[config.mk]
export PLATFORM = sky130hd
export DESIGN_NAME = register_file_sb_flat
export DESIGN_NICKNAME = d
export VERILOG_FILES = /design/src/rtl/register_file_sb_if.sv /design/src/rtl/register_file_sb.sv /design/src/flat_wrapper.sv
export SDC_FILE = /design/constraint.sdc
export NUM_CORES = 1
export LEC_CHECK = 0
export CAP_MARGIN = 10
export CORE_MARGIN = 2
export CORE_UTILIZATION = 65
export CTS_CLUSTER_DIAMETER = 200
export DETAILED_ROUTE_END_ITERATION = 7
export DONT_BUFFER_PORTS = 1
export PLACE_DENSITY = 0.83
export SETUP_SLACK_MARGIN = 0.3
export SYNTH_ARGS = -nofsm -noshare
export SYNTH_HDL_FRONTEND = slang
export SYNTH_SLANG_ARGS = --single-unit
[constraint.sdc]
create_clock -name clk -period 6.2 [get_ports clk]
set_input_delay 1.24 -clock clk [delete_from_list [all_inputs] [get_ports clk]]
set_output_delay 1.24 -clock clk [all_outputs]
set_load 0.02 [all_outputs]
[src/rtl/register_file_sb_if.sv]
// Bus between the pipeline and register_file_sb: decode-side read, reserve
// and mode signals, the writeback port, and the scoreboard and fault status.
// The master modport is the pipeline side; the slave modport is the register file.
interface register_file_sb_if #(
  parameter int DATA_W   = 32,
  parameter int ADDR_W   = 4,
  parameter int RD_PORTS = 4
);
  logic                               kernel;
  logic                               wr_en;
  logic [ADDR_W-1:0]                  wr_addr;
  logic [DATA_W-1:0]                  wr_data;
  logic                               rsv_en;
  logic [ADDR_W-1:0]                  rsv_addr;
  logic [RD_PORTS-1:0][ADDR_W-1:0]    rd_addr;
  logic [RD_PORTS-1:0]                rd_used;
  logic [RD_PORTS-1:0][DATA_W-1:0]    rd_data;
  logic [RD_PORTS-1:0]                rd_busy;
  logic                               stall;
  logic                               privileged_read;
  logic                               priv_fault;
  logic                               fault_clr;
  logic [ADDR_W:0]                    busy_count;

  modport master (
    output kernel, wr_en, wr_addr, wr_data, rsv_en, rsv_addr, rd_addr, rd_used, fault_clr,
    input  rd_data, rd_busy, stall, privileged_read, priv_fault, busy_count
  );

  modport slave (
    input  kernel, wr_en, wr_addr, wr_data, rsv_en, rsv_addr, rd_addr, rd_used, fault_clr,
    output rd_data, rd_busy, stall, privileged_read, priv_fault, busy_count
  );
endinterface

[src/rtl/register_file_sb.sv]
// register_file_sb: parametrised register file with a per-register busy
// scoreboard, mode-checked privileged writes and a sticky fault flag.
// Register 0 is hard zero and never busy.
// Optional same-cycle write-to-read forwarding: define REGFILE_BYPASS_EN.
module register_file_sb #(
  parameter int DATA_W    = 32,
  parameter int ADDR_W    = 4,
  parameter int RD_PORTS  = 4,
  parameter int PRIV_BASE = 12
) (
  input logic               clk,
  input logic               rst,
  register_file_sb_if.slave bus
);
  localparam int NREGS = 1 << ADDR_W;
  localparam int CW    = ADDR_W + 1;
  localparam logic [CW-1:0] PRIV_BASE_W = CW'(PRIV_BASE);

  function automatic logic is_priv(input logic [ADDR_W-1:0] a);
    return {1'b0, a} >= PRIV_BASE_W;
  endfunction

  logic [DATA_W-1:0] regs_q [NREGS];
  logic [NREGS-1:0]  busy_q, busy_d;
  logic [CW-1:0]     cnt_q, cnt_d;
  logic              fault_q, fault_d;

  logic wr_hit, rsv_hit, wr_priv, wr_ok, wr_fault, same_addr;
  logic set_new, clr_new;

  assign wr_hit    = bus.wr_en  && (bus.wr_addr  != '0);
  assign rsv_hit   = bus.rsv_en && (bus.rsv_addr != '0);
  assign wr_priv   = is_priv(bus.wr_addr);
  assign wr_ok     = wr_hit && (bus.kernel || !wr_priv);
  assign wr_fault  = wr_hit && !bus.kernel && wr_priv;
  assign same_addr = wr_hit && rsv_hit && (bus.wr_addr == bus.rsv_addr);

  // A blocked write still retires its destination; reserve beats retire.
  assign set_new = rsv_hit && !busy_q[bus.rsv_addr];
  assign clr_new = wr_hit && busy_q[bus.wr_addr] && !same_addr;

  // Next scoreboard state and incremental busy count
  always_comb begin
    busy_d = busy_q;
    if (wr_hit)  busy_d[bus.wr_addr]  = 1'b0;
    if (rsv_hit) busy_d[bus.rsv_addr] = 1'b1;
    busy_d[0] = 1'b0;
    cnt_d = cnt_q + CW'(set_new) - CW'(clr_new);
  end

  // Sticky fault: a new fault in the same cycle as a clear keeps the flag set
  always_comb begin
    fault_d = fault_q;
    if (bus.fault_clr) fault_d = 1'b0;
    if (wr_fault)      fault_d = 1'b1;
  end

  // Register array, scoreboard and status state
  always_ff @(posedge clk) begin
    if (rst) begin
      for (int r = 0; r < NREGS; r++) regs_q[r] <= '0;
      busy_q  <= '0;
      cnt_q   <= '0;
      fault_q <= 1'b0;
    end else begin
      if (wr_ok) regs_q[bus.wr_addr] <= bus.wr_data;
      busy_q  <= busy_d;
      cnt_q   <= cnt_d;
      fault_q <= fault_d;
    end
  end

  logic [RD_PORTS-1:0][DATA_W-1:0] rd_data_c;
  logic [RD_PORTS-1:0]             rd_busy_c;
  logic [RD_PORTS-1:0]             rd_priv_c;

  // Combinational read ports; optional forwarding of a permitted write
  always_comb begin
    for (int p = 0; p < RD_PORTS; p++) begin
      rd_data_c[p] = regs_q[bus.rd_addr[p]];
      rd_busy_c[p] = busy_q[bus.rd_addr[p]];
      rd_priv_c[p] = is_priv(bus.rd_addr[p]);
`ifdef REGFILE_BYPASS_EN
      if (wr_ok && (bus.rd_addr[p] == bus.wr_addr)) begin
        rd_data_c[p] = bus.wr_data;
        rd_busy_c[p] = same_addr;
      end
`endif
    end
  end

  assign bus.rd_data         = rd_data_c;
  assign bus.rd_busy         = rd_busy_c;
  assign bus.stall           = |(bus.rd_used & rd_busy_c);
  assign bus.privileged_read = |(bus.rd_used & rd_priv_c);
  assign bus.priv_fault      = fault_q;
  assign bus.busy_count      = cnt_q;
endmodule

[src/flat_wrapper.sv]
// flat-port wrapper written by rule: the top's interface ports become plain ports
module register_file_sb_flat 
#(
  parameter int DATA_W    = 32,
  parameter int ADDR_W    = 4,
  parameter int RD_PORTS  = 4,
  parameter int PRIV_BASE = 12
)
  (clk, rst, bus_kernel, bus_wr_en, bus_wr_addr, bus_wr_data, bus_rsv_en, bus_rsv_addr, bus_rd_addr, bus_rd_used, bus_fault_clr, bus_rd_data, bus_rd_busy, bus_stall, bus_privileged_read, bus_priv_fault, bus_busy_count);
  register_file_sb_if #(.DATA_W(DATA_W), .ADDR_W(ADDR_W), .RD_PORTS(RD_PORTS)) bus_i ();
  input logic clk;
  input logic rst;
  input wire logic [$bits(bus_i.kernel)-1:0] bus_kernel;
  input wire logic [$bits(bus_i.wr_en)-1:0] bus_wr_en;
  input wire logic [$bits(bus_i.wr_addr)-1:0] bus_wr_addr;
  input wire logic [$bits(bus_i.wr_data)-1:0] bus_wr_data;
  input wire logic [$bits(bus_i.rsv_en)-1:0] bus_rsv_en;
  input wire logic [$bits(bus_i.rsv_addr)-1:0] bus_rsv_addr;
  input wire logic [$bits(bus_i.rd_addr)-1:0] bus_rd_addr;
  input wire logic [$bits(bus_i.rd_used)-1:0] bus_rd_used;
  input wire logic [$bits(bus_i.fault_clr)-1:0] bus_fault_clr;
  output wire logic [$bits(bus_i.rd_data)-1:0] bus_rd_data;
  output wire logic [$bits(bus_i.rd_busy)-1:0] bus_rd_busy;
  output wire logic [$bits(bus_i.stall)-1:0] bus_stall;
  output wire logic [$bits(bus_i.privileged_read)-1:0] bus_privileged_read;
  output wire logic [$bits(bus_i.priv_fault)-1:0] bus_priv_fault;
  output wire logic [$bits(bus_i.busy_count)-1:0] bus_busy_count;
  assign bus_i.kernel = bus_kernel;
  assign bus_i.wr_en = bus_wr_en;
  assign bus_i.wr_addr = bus_wr_addr;
  assign bus_i.wr_data = bus_wr_data;
  assign bus_i.rsv_en = bus_rsv_en;
  assign bus_i.rsv_addr = bus_rsv_addr;
  assign bus_i.rd_addr = bus_rd_addr;
  assign bus_i.rd_used = bus_rd_used;
  assign bus_i.fault_clr = bus_fault_clr;
  assign bus_rd_data = bus_i.rd_data;
  assign bus_rd_busy = bus_i.rd_busy;
  assign bus_stall = bus_i.stall;
  assign bus_privileged_read = bus_i.privileged_read;
  assign bus_priv_fault = bus_i.priv_fault;
  assign bus_busy_count = bus_i.busy_count;
  register_file_sb #(.DATA_W(DATA_W), .ADDR_W(ADDR_W), .RD_PORTS(RD_PORTS), .PRIV_BASE(PRIV_BASE)) u_core (.clk(clk), .rst(rst), .bus(bus_i));
endmodule
Word-level counts from Yosys, hierarchy flattened

Memory sizes are Yosys's and may differ from the RTL's.
Index checks and enable logic that the tools add are counted.

Add/sub/neg operators: 2
Reductions and logical operators: 23
Equal/unequal tests: 1
Bitwise operators: 5
Multiplexer cells: 28
Shifts and indexed selects: 0
Divide/modulo/power cells: 0
$lt $le $gt $ge: 13
Multipliers: 0

Operator list:

| kind               | number |
|---|---|
| $mux 16            | 2 |
| $mux 32            | 1 |
| $reduce_or 32->1   | 1 |
| $lt 4x5->1 const B | 6 |
| $bmux 1 s4         | 6 |
| $ge 4x4->1 const B | 5 |
| $and 16x16->16     | 1 |
| $mux 1             | 16 |
| $not 16->16        | 1 |
| $or 16x16->16      | 1 |
| $logic_and 1x1->1  | 12 |
| $and 4x4->4        | 2 |
| $demux 1 s4        | 2 |
| $ge 4x1->1 const B | 2 |
| $reduce_bool 4->1  | 2 |
| $reduce_or 4->1    | 2 |
| $add 5x1->5        | 1 |
| $sub 5x1->5        | 1 |
| $eq 4x4->1         | 1 |
| $logic_not 1->1    | 4 |
| $mux 4             | 1 |
| $reduce_bool 2->1  | 1 |
| $logic_or 1x1->1   | 1 |

Memory bits (read-only): 0
Output and inout port bits: 140
Bits in registers: 22
Memories: 1
RAM bits: 512
Logic and storage cells: 77
Bits in latches: 0

Memories:

| name          | depth | bits a word | read ports | clocked after Yosys merged registers in | wr ports | line                   | text |
|---|---|---|---|---|---|---|---|
| u_core.regs_q | 16    | 32          | 4          | 0                                       | 16       | register_file_sb.sv:23 | `logic [DATA_W-1:0] regs_q [NREGS];` |

Logic depth before layout (Yosys ltp)

Depth after elaboration: 9
Depth in mapped cells: 13

Worst setup path before layout

Ideal clock, no wire load.

Kind: input port to output port
Start point: input bus_rd_addr[9]
End point: output bus_rd_data[64]
Buffers on the path: 3
Arrival: 2.901 ns
Stages on the path: 5
Slack: 2.059 ns
Path through: buf_2 clkbuf_1 buf_1 mux4_2 mux4_2

Longest elaborated chain between the ends: 1

Ends and longest elaborated chain:

| item          | line               | text |
|---|---|---|
| from (decl)   | flat_wrapper.sv:19 | `input wire logic [$bits(bus_i.rd_addr)-1:0] bus_rd_addr;` |
| $mem_v2 16x32 | n/a                |  |
| to (decl)     | flat_wrapper.sv:22 | `output wire logic [$bits(bus_i.rd_data)-1:0] bus_rd_data;` |

Every way passes these cells.

Final worst setup path

Start point: input bus_rd_addr[5]
End point: output bus_stall

Longest elaborated chain between the ends: 4

Ends and longest elaborated chain:

| item                         | line                   | text |
|---|---|---|
| $bmux 1 s4                   | register_file_sb.sv:81 | `rd_busy_c[p] = busy_q[bus.rd_addr[p]];` |
| $mux 1 (implied by the code) | register_file_sb.sv:81 |  |
| $and 4x4->4                  | register_file_sb.sv:94 | `assign bus.stall = \|(bus.rd_used & rd_busy_c);` |
| $reduce_or 4->1              | register_file_sb.sv:94 |  |
| to (decl)                    | flat_wrapper.sv:24     | `output wire logic [$bits(bus_i.stall)-1:0] bus_stall;` |

Every way passes these cells. The select of a mux whose other input is x is not followed.

==> results.json <==
{
  "outcome": "finished clean",
  "nFillCells": 3300,
  "clk_latency_ns": 0.64,
  "die_w_um": 240,
  "portBuffers": 0,
  "cts_setup_buffers": 0,
  "antenna_found_initial": 0,
  "setup_viol": 0,
  "hold_start": "u_core.busy_q[15]",
  "ys_seq_area_share_pct": 43.7,
  "io_pins": 206,
  "min_path_cells": 2,
  "synth_top_area_share_pct": 42.6,
  "vias_per_cell": 8.30,
  "start_util_pct": 65.7,
  "regToRegStartpoint": "u_core.busy_q[11]",
  "rr_endpoint": "u_core.bus.busy_count[4]",
  "grt_pass1_vias": 23100,
  "insertedDiodeCount": 0,
  "regArea_um2": 15800,
  "drt_iter0_drc": 3870,
  "worst-path-max-fanout": 134,
  "yosys.area.top_type": "edfxtp_1",
  "skew_ns": 0.0103,
  "cts_hold_buf": 0,
  "root_buffer": "clkbuf_16",
  "die_area_um2": 57500,
  "worstHoldPathType": "flop to flop",
  "grtUsageTotal_pct": 39.9,
  "path_clk_slew_ns": 0.07,
  "synthTopCellsByArea": "edfxtp_1, mux4_2, and2_1",
  "cts.path.max_buffers": 3,
  "synthFlopType": "edfxtp_1",
  "final_antenna_net_count": 0,
  "final-hold-violation-count": 0,
  "wire_per_inst_um": 39.8,
  "relSlewSlack_pct": 14.9,
  "drive_gt1_share_pct": 39.3,
  "ys_warn_count": 0,
  "ctsResizeCount": 0,
  "htreeDepth": 2,
  "final_cell_mix": "mux4_2, edfxtp_1, and2_1",
  "drcViolationCount": 0,
  "fin_tns_setup_ns": 0,
  "worst_pin_slew_ns": 1.28,
  "vias": 23200,
  "cellPowerDensity_nw_per_um2": 246,
  "clkSinkCount": 533,
  "gp_congestion": 0.899,
  "ys_types": 45,
  "synth_cells": 2115,
  "cap_viol_max_count": 0,
  "hpwl_um": 57600,
  "irDropWorstVdd_mv": 0.230,
  "cp.arrival_ns": 2.79,
  "postSynthAreaPerCell_um2": 17.1,
  "max_freq_mhz": 248,
  "reg2reg_slack_ns": 3.04,
  "multi_input_area_um2": 19200,
  "drv_slew": 0,
  "worstHoldEndpoint": "u_core.busy_q[15]",
  "routed_wl_um": 111000,
  "core_um2": 55000,
  "grt-ovfl-total": 0,
  "worstSetupEndpointType": "output pin",
  "mostFrequentLayoutCell": "mux4_2",
  "num-nets-final": 2068,
  "synth_edf_count": 512,
  "critical_path_class": "primary input to output pin",
  "cts_buffers": 58,
  "grt_pass1_wl_um": 161000,
  "ff2ff_path_depth": 11,
  "startpoint_type": "primary input",
  "drtPass1Iterations": 5,
  "area_growth_pct": 5.47,
  "rows": 86,
  "die_h_um": 240,
  "post-route-util_pct": 69.3,
  "min_period_ns": 4.03,
  "netlist_area_um2": 36100,
  "synth-seq-cells": 533,
  "cts_tree": "done",
  "async_flop_share_pct": 0,
  "rsz0062_at_grt": "false",
  "critPathRequiredTime_ns": 4.96,
  "post-route-period-util_pct": 65.0,
  "p_leak_nw": 12.4,
  "grt_max_degree": 135
}
==> critical path, stage by stage <==
cell and delay (ns):
mux4_2 0.57, mux2_2 0.30, o2111ai_1 0.18, o2111ai_1 0.31
==> logic make-up (layout without fill, tap and decap cells) <==
kind of cell | count (synthesis) | count (layout) | share of synthesized area, %
adder cells (fa/ha/maj) | 6 | 6 | 0.229
flip-flops | 533 | 533 | 43.7
AND/OR/NAND/NOR | 589 | 589 | 9.94
buffers and inverters | 254 | 152 | 3.54
XOR/XNOR | 7 | 7 | 0.170
AO/OA/AOI/OAI | 52 | 52 | 0.904
multiplexers | 673 | 673 | 41.5
other | 1 | 32 | 0.0104
==> layout make-up <==
cell class	count	area share, %
multi-input cells	1359	50.4
clock inverters	37	0.821
flip-flops and latches	533	41.5
well taps	748	2.46
inverters	11	0.108
repair buffers	33	0.650
clock buffers	71	4.11
==> layer usage <==
| layer | wire length [µm] | track usage, % | part of all wire (%) | vias up |
|---|---|---|---|---|
| met4 | 7310 | 21.5 | 6.6 | 0 |
| li1 | - | - | - | 8538 |
| met5 | 0 | 0 | 0 | - |
| met2 | 52300 | 61.2 | 47 | 2341 |
| met1 | 34700 | 52.5 | 31 | 11800 |
| met3 | 16800 | 11.6 | 15 | 483 |
==> per-stage QoR <==
stage               cells  hold WS [ns]  cell area [µm²]  total power, mW  setup slack [ns]
floorplan            2146         0.499            36200             5.78              2.06
global placement     2684         0.565            36200             5.84              2.22
detailed placement   2684         0.566            36200             5.90              2.24
CTS                  2792         0.572            38100             9.31              2.39
global route         2792         0.613            38100             9.53              2.19
finish               2792         0.579            38100             9.37              2.17
==> report_power, final <==
group	internal [mW]	switching (mW)	leakage [nW]	total (mW)
clock	1.99	1.50	0.910	3.49
sequential	4.17	0.222	5.06	4.39
combinational	0.836	0.650	6.46	1.49
total	7.00	2.37	12.4	9.37
==> synthesized netlist by cell type, types with 2 or more instances <==
cell type  number
a21o_1          2
a2111o_1        3
buf_6          32
nand2b_1        4
and3b_1         8
mux4_1          6
dfxtp_1        21
nand2_1        24
nor2b_1         8
buf_4           3
and2_1        480
inv_1          11
a21oi_1        19
ha_1            5
mux2i_1        11
xor2_1          2
or2_2          16
o211a_1         2
o21ai_0        15
o2111ai_1       3
nor2_1         24
nand4_1         3
a22oi_1         4
mux4_2        650
buf_2          46
edfxtp_1      512
buf_1          28
mux2_2          6
clkbuf_1      133
nor3b_1         7
nand3_1         9
xnor2_1         5
==> how the worst max path moves through the flow <==
stage	start	to	slack, ns
6_report	bus_rd_addr[5]	bus_stall	2.17
5_1_grt	bus_rd_addr[1]	bus_stall	2.19
4_1_cts	bus_rd_addr[13]	bus_stall	2.39
3_5_place_dp	bus_wr_addr[0]	u_core.bus.busy_count[4]	2.24
3_3_place_gp	bus_wr_addr[0]	u_core.bus.busy_count[4]	2.22
2_1_floorplan	bus_rd_addr[9]	bus_rd_data[64]	2.06
==> sequential cells by signal, indices dropped and copies added (netlist names) <==
name                   flops
u_core.regs_q            512
u_core.bus.priv_fault      1
u_core.busy_q             15
u_core.bus.busy_count      5
No activity file was read; power rests on OpenSTA's default activity.
